### config.mk
export PLATFORM = sky130hd
export DESIGN_NAME = delay_and_scale
export DESIGN_NICKNAME = d
export VERILOG_FILES = /design/src/rtl/delay_and_scale.sv
export SDC_FILE = /design/constraint.sdc
export NUM_CORES = 2
export LEC_CHECK = 0
export CAP_MARGIN = 15
export CORE_AREA = 4 4 784 475
export CTS_CLUSTER_DIAMETER = 150
export CTS_CLUSTER_SIZE = 40
export DETAILED_ROUTE_END_ITERATION = 8
export DIE_AREA = 0 0 788 479
export DONT_BUFFER_PORTS = 1
export PLACE_DENSITY = 0.58
export SYNTH_ARGS = -nofsm -noshare
export SYNTH_HDL_FRONTEND = slang
export SYNTH_SLANG_ARGS = --single-unit
### constraint.sdc
create_clock -name clk_in -period 5.55 [get_ports clk_in]
set_input_delay 0.8325 -clock clk_in [delete_from_list [all_inputs] [get_ports clk_in]]
set_output_delay 0.8325 -clock clk_in [all_outputs]
set_load 0.05 [all_outputs]
### src/rtl/delay_and_scale.sv
// Delay-line gain stage: 256-deep sample history, selectable tap, unsigned Q1.4 gain, 2-cycle latency.
// Overflow: define DELAY_AND_SCALE_SATURATE_EN to clamp the result; otherwise the low 16 bits wrap.
module delay_and_scale (
  input  logic        clk_in,
  input  logic        reset_in,
  input  logic        ready_in,
  input  logic [7:0]  delay_in,
  input  logic [4:0]  scale_in,
  input  logic [15:0] signal_in,
  output logic [15:0] signal_out,
  output logic        done_out
);

  logic [15:0]        hist [256];
  logic [7:0]         wr_ptr;
  logic [8:0]         fill_cnt;
  logic [15:0]        tap_next;
  logic [15:0]        tap_q;
  logic [4:0]         scale_q;
  logic               vld1;
  logic signed [21:0] prod;
  logic signed [17:0] scaled_q;
  logic               vld2;
  logic [15:0]        limited;
  logic               unused_bits;

  // Delay 0 bypasses the memory; taps older than the fill count read as zero.
  always_comb begin
    tap_next = 16'd0;
    if (delay_in == 8'd0)
      tap_next = signal_in;
    else if ({1'b0, delay_in} <= fill_cnt)
      tap_next = hist[wr_ptr - delay_in];
  end

  always_ff @(posedge clk_in) begin
    if (reset_in && ready_in)
      hist[wr_ptr] <= signal_in;
  end

  assign prod = $signed(tap_q) * $signed({1'b0, scale_q});

  always_comb begin
`ifdef DELAY_AND_SCALE_SATURATE_EN
    unused_bits = ^prod[3:0];
    if (scaled_q > 18'sd32767)
      limited = 16'h7FFF;
    else if (scaled_q < -18'sd32768)
      limited = 16'h8000;
    else
      limited = scaled_q[15:0];
`else
    unused_bits = ^{prod[3:0], scaled_q[17:16]};
    limited = scaled_q[15:0];
`endif
  end

  always_ff @(posedge clk_in) begin
    if (!reset_in) begin
      wr_ptr     <= 8'd0;
      fill_cnt   <= 9'd0;
      tap_q      <= 16'd0;
      scale_q    <= 5'd0;
      vld1       <= 1'b0;
      scaled_q   <= 18'sd0;
      vld2       <= 1'b0;
      signal_out <= 16'd0;
      done_out   <= 1'b0;
    end else begin
      vld1     <= ready_in;
      vld2     <= vld1;
      done_out <= vld2;
      if (ready_in) begin
        wr_ptr  <= wr_ptr + 8'd1;
        tap_q   <= tap_next;
        scale_q <= scale_in;
        if (fill_cnt != 9'd256)
          fill_cnt <= fill_cnt + 9'd1;
      end
      // Dropping the low 4 product bits is an arithmetic shift with floor rounding.
      if (vld1)
        scaled_q <= prod[21:4];
      if (vld2)
        signal_out <= limited;
    end
  end

endmodule

==> out/summary.txt <==
DR pass1 iterations - 5
Setup TNS - 0 ns
Slowest cell delay on critical path - 1.02 ns
Number of global-route vias before repair - 79,600
Pre-CTS WS - 0.333 ns
Initial antenna violation count - 31
Status - finished, violations left
Worst-case clock buffer depth - 3
Synth cell count leaders - 4,096 x edfxtp_1, 1,024 x mux4_2, 955 x nand2_1
Register-to-register setup slack - 0.49 ns
Final Skew - 0.0852 ns
Clock root cell - clkbuf_16
Port Buffers - 0
Gr ovfl total - 0
Avg Vias per Cell - 6.20
Number of synthesized flops with an enable pin - 4,096
Via count - 82,400
Most Frequent Cell on Critical Path - buf_4
First-pass GRT wire length - 628,000 um
Cells after Synth - 8,177
Worst VDD drop - 0.304 mV
CP max-delay cell - fa_4
Largest net degree at the start of global routing - 258
Fmax - 198 MHz
Sequential fraction of the synthesis area - 76.1%
Antenna-violating nets left - 0
CP startpoint kind - flop
HPWL after DPL - 263,000 um
Worst setup margin - 0.492 ns
CTS resizes - 0
Top cell type by total area after synthesis - edfxtp_1
Synthesized area - 164,000 sq um
Die Wd - 788 um
CTS tree - yes
Syn Area/Cell - 20.0 sq um
Crit Path Max Fanout - 39
Post-synthesis async set-or-reset flop share - 0%
GR Util All Layers - 23.3%
Relative slew slack - -31.5%
CP bufs+invs - 7
Critical path capture point type - flop
Final Net Count - 8,489
WL per Instance - 33.5 um
Die Ht - 479 um
Min Tclk post-route - 5.06 ns
R2R cell count - 16
Lkg Pwr - 54.2 nW
Synth top area share - 75.2%
Non-filler cells, final - 13,300
Initial DRC count - 13,500
Count leader, synth - edfxtp_1
Final wirelength - 446,000 um
Least-Margin Pin Slew - 1.97 ns
Cts hold-fix bufs - 5
Setup crit start - wr_ptr[0]$_SDFFE_PN0P_
Reg2Reg Capture Point - tap_q[3]$_SDFFE_PN0P_
CTS H-tree lvls - 3
Power, Total - 56.1 mW
Synth area leaders - edfxtp_1 75%, mux4_2 14%, nand2_1 2.2%
Unrepaired setup endpoints after global routing - no
Layout cells sized above 1 - 20.9%
Reg2reg start - wr_ptr[0]$_SDFFE_PN0P_
RD Place Congestion - 0.863
Tcrit/Tclk final - 91.1%
CTS sink cnt - 4,169
# setup viols final - 0
Number of distinct library cells after synthesis - 56
Crit path max-delay family - buffers and inverters
CP Depth - 16
DRC - 0
Post-layout instance area - 176,000 sq um
Die area - 377,000 sq um
Postcts setup bufs - 0
# fillers - 29,700
Worst EP required - 6.31 ns
Failing checks - max-slew violations
CP Capture Point - tap_q[3]$_SDFFE_PN0P_
Clk Latency, worst-skew pair - 0.90 ns
Max Slew Vio Count - 638
Post-synth top flop - edfxtp_1
Area after DPL - 173,000 sq um
Inst Count DP - 13,100
Num CTS Buffers - 114
Max Cap Viol - 0
Pwr/cell area - 319 nW/um^2
Crit-path cells - inv_1 > ha_4 > inv_1 > fa_4 > buf_4 > buf_12 > buf_4 > mux4_2 > nand2_1 > nand3_1 > a311oi_1 > buf_4 > a2111oi_0 > buf_4 > nand3_1 > nand3_1
Core ar. - 365,000 sq um
Fin. Hold Viols - 0
Ys Warns - 0
Post-synth net total - 8,310
Synth Register Bits - 4,169
Reg clk slew, reported paths - 0.15 ns
Num rows - 172
Crit path kind - reg -> reg
Min-Delay Path Class - in -> reg
IO Pins - 49
Critical path data arrival time - 5.82 ns
Initial Util - 44.9%
Area added between synthesis and finish - 7.46%
-- per-stage QoR --
stage / util (%) / hold WS (ns)
finish: 48.2 / 0.0799
floorplan: - / 0.452
detailed placement: 47.3 / 0.478
global route: 48.2 / 0.00398
global placement: 47.3 / 0.467
CTS: 48.2 / 0.000406
-- worst reg2reg max path, stage by stage, from the launching register on --
cell	delay, ns
dfxtp_1	0.38
inv_1	0.17
ha_4	0.17
inv_1	0.05
fa_4	1.03
buf_4	0.31
buf_12	0.31
buf_4	0.35
mux4_2	0.33
nand2_1	0.11
nand3_1	0.30
a311oi_1	0.77
buf_4	0.28
a2111oi_0	0.08
buf_4	0.20
nand3_1	0.08
nand3_1	0.06
-- metal layers --
metal	vias up	track usage, %	part of all wire [%]
li1	33100	-	-
met1	44600	36.6	43
met2	4338	33.2	43
met3	343	6.16	12
met4	6	3.91	1.8
met5	-	0	0.0083
-- placed cells by master (no fill, tap or decap), types with 17 or more instances in the layout --
master,instances
a21oi_1,18
a221oi_1,17
a311oi_1,41
a32oi_1,88
and2_1,87
buf_12,58
buf_4,474
clkbuf_1,37
clkbuf_16,117
dfxtp_1,73
edfxtp_1,4096
fa_1,46
ha_1,53
inv_1,99
mux2i_1,121
mux4_2,1024
nand2_1,955
nand3_1,383
nand4_1,106
nor2_1,238
nor2_2,36
nor2b_1,45
o21a_1,20
xnor2_1,28
-- worst min-delay path by stage --
stage,start,end,cells past startpoint
floorplan,scaled_q[12]$_SDFFE_PN0P_,scaled_q[12]$_SDFFE_PN0P_,2
global placement,scaled_q[1]$_SDFFE_PN0P_,scaled_q[1]$_SDFFE_PN0P_,1
detailed placement,scaled_q[1]$_SDFFE_PN0P_,scaled_q[1]$_SDFFE_PN0P_,1
CTS,reset_in,signal_out[15]$_SDFFE_PN0P_,1
global route,signal_in[13],hist[169][13]$_DFFE_PP_,0
finish,signal_in[13],hist[169][13]$_DFFE_PP_,0
-- where the power goes --
part	switching, mW	total, mW	internal, mW
sequential	0.0574	34.6	34.6
combinational	5.22	8.65	3.43
clock	8.86	12.8	3.95
-- area by class of cell --
class	count	area, sq um	share of cell area, %
timing repair buffer	542	4830	2.75
tap	4872	6100	3.47
clock buffer	154	3070	1.74
sequential	4169	124000	70.8
multi-input combinational	3430	36900	21.0
antenna	15	37.5	0.0213
inverter	99	372	0.211
clock inverter	7	103	0.0584
-- sequential cells by signal (all words and copies together), names as in the netlist, 5 cells and up --
| name | cells |
|---|---|
| scaled_q | 16 |
| tap_q | 16 |
| fill_cnt | 9 |
| scale_q | 5 |
| signal_out | 16 |
| wr_ptr | 8 |
| hist | 4096 |
-- kinds of logic (layout without fill, tap and decap cells) --
| logic type | count (synthesis) | count (layout) | share of synthesized area, % |
|---|---|---|---|
| buffers and inverters | 578 | 802 | 1.58 |
| AOI/OAI and AO/OA | 255 | 255 | 1.26 |
| and+or+nand+nor | 1891 | 1891 | 5.06 |
| muxes | 1145 | 1145 | 14.8 |
| other | 0 | 15 | 0 |
| DFF | 4169 | 4169 | 76.1 |
| adders and majority gates | 101 | 101 | 0.988 |
| xor gates and xnor gates | 38 | 38 | 0.208 |
(Power assumes the default switching activity.)
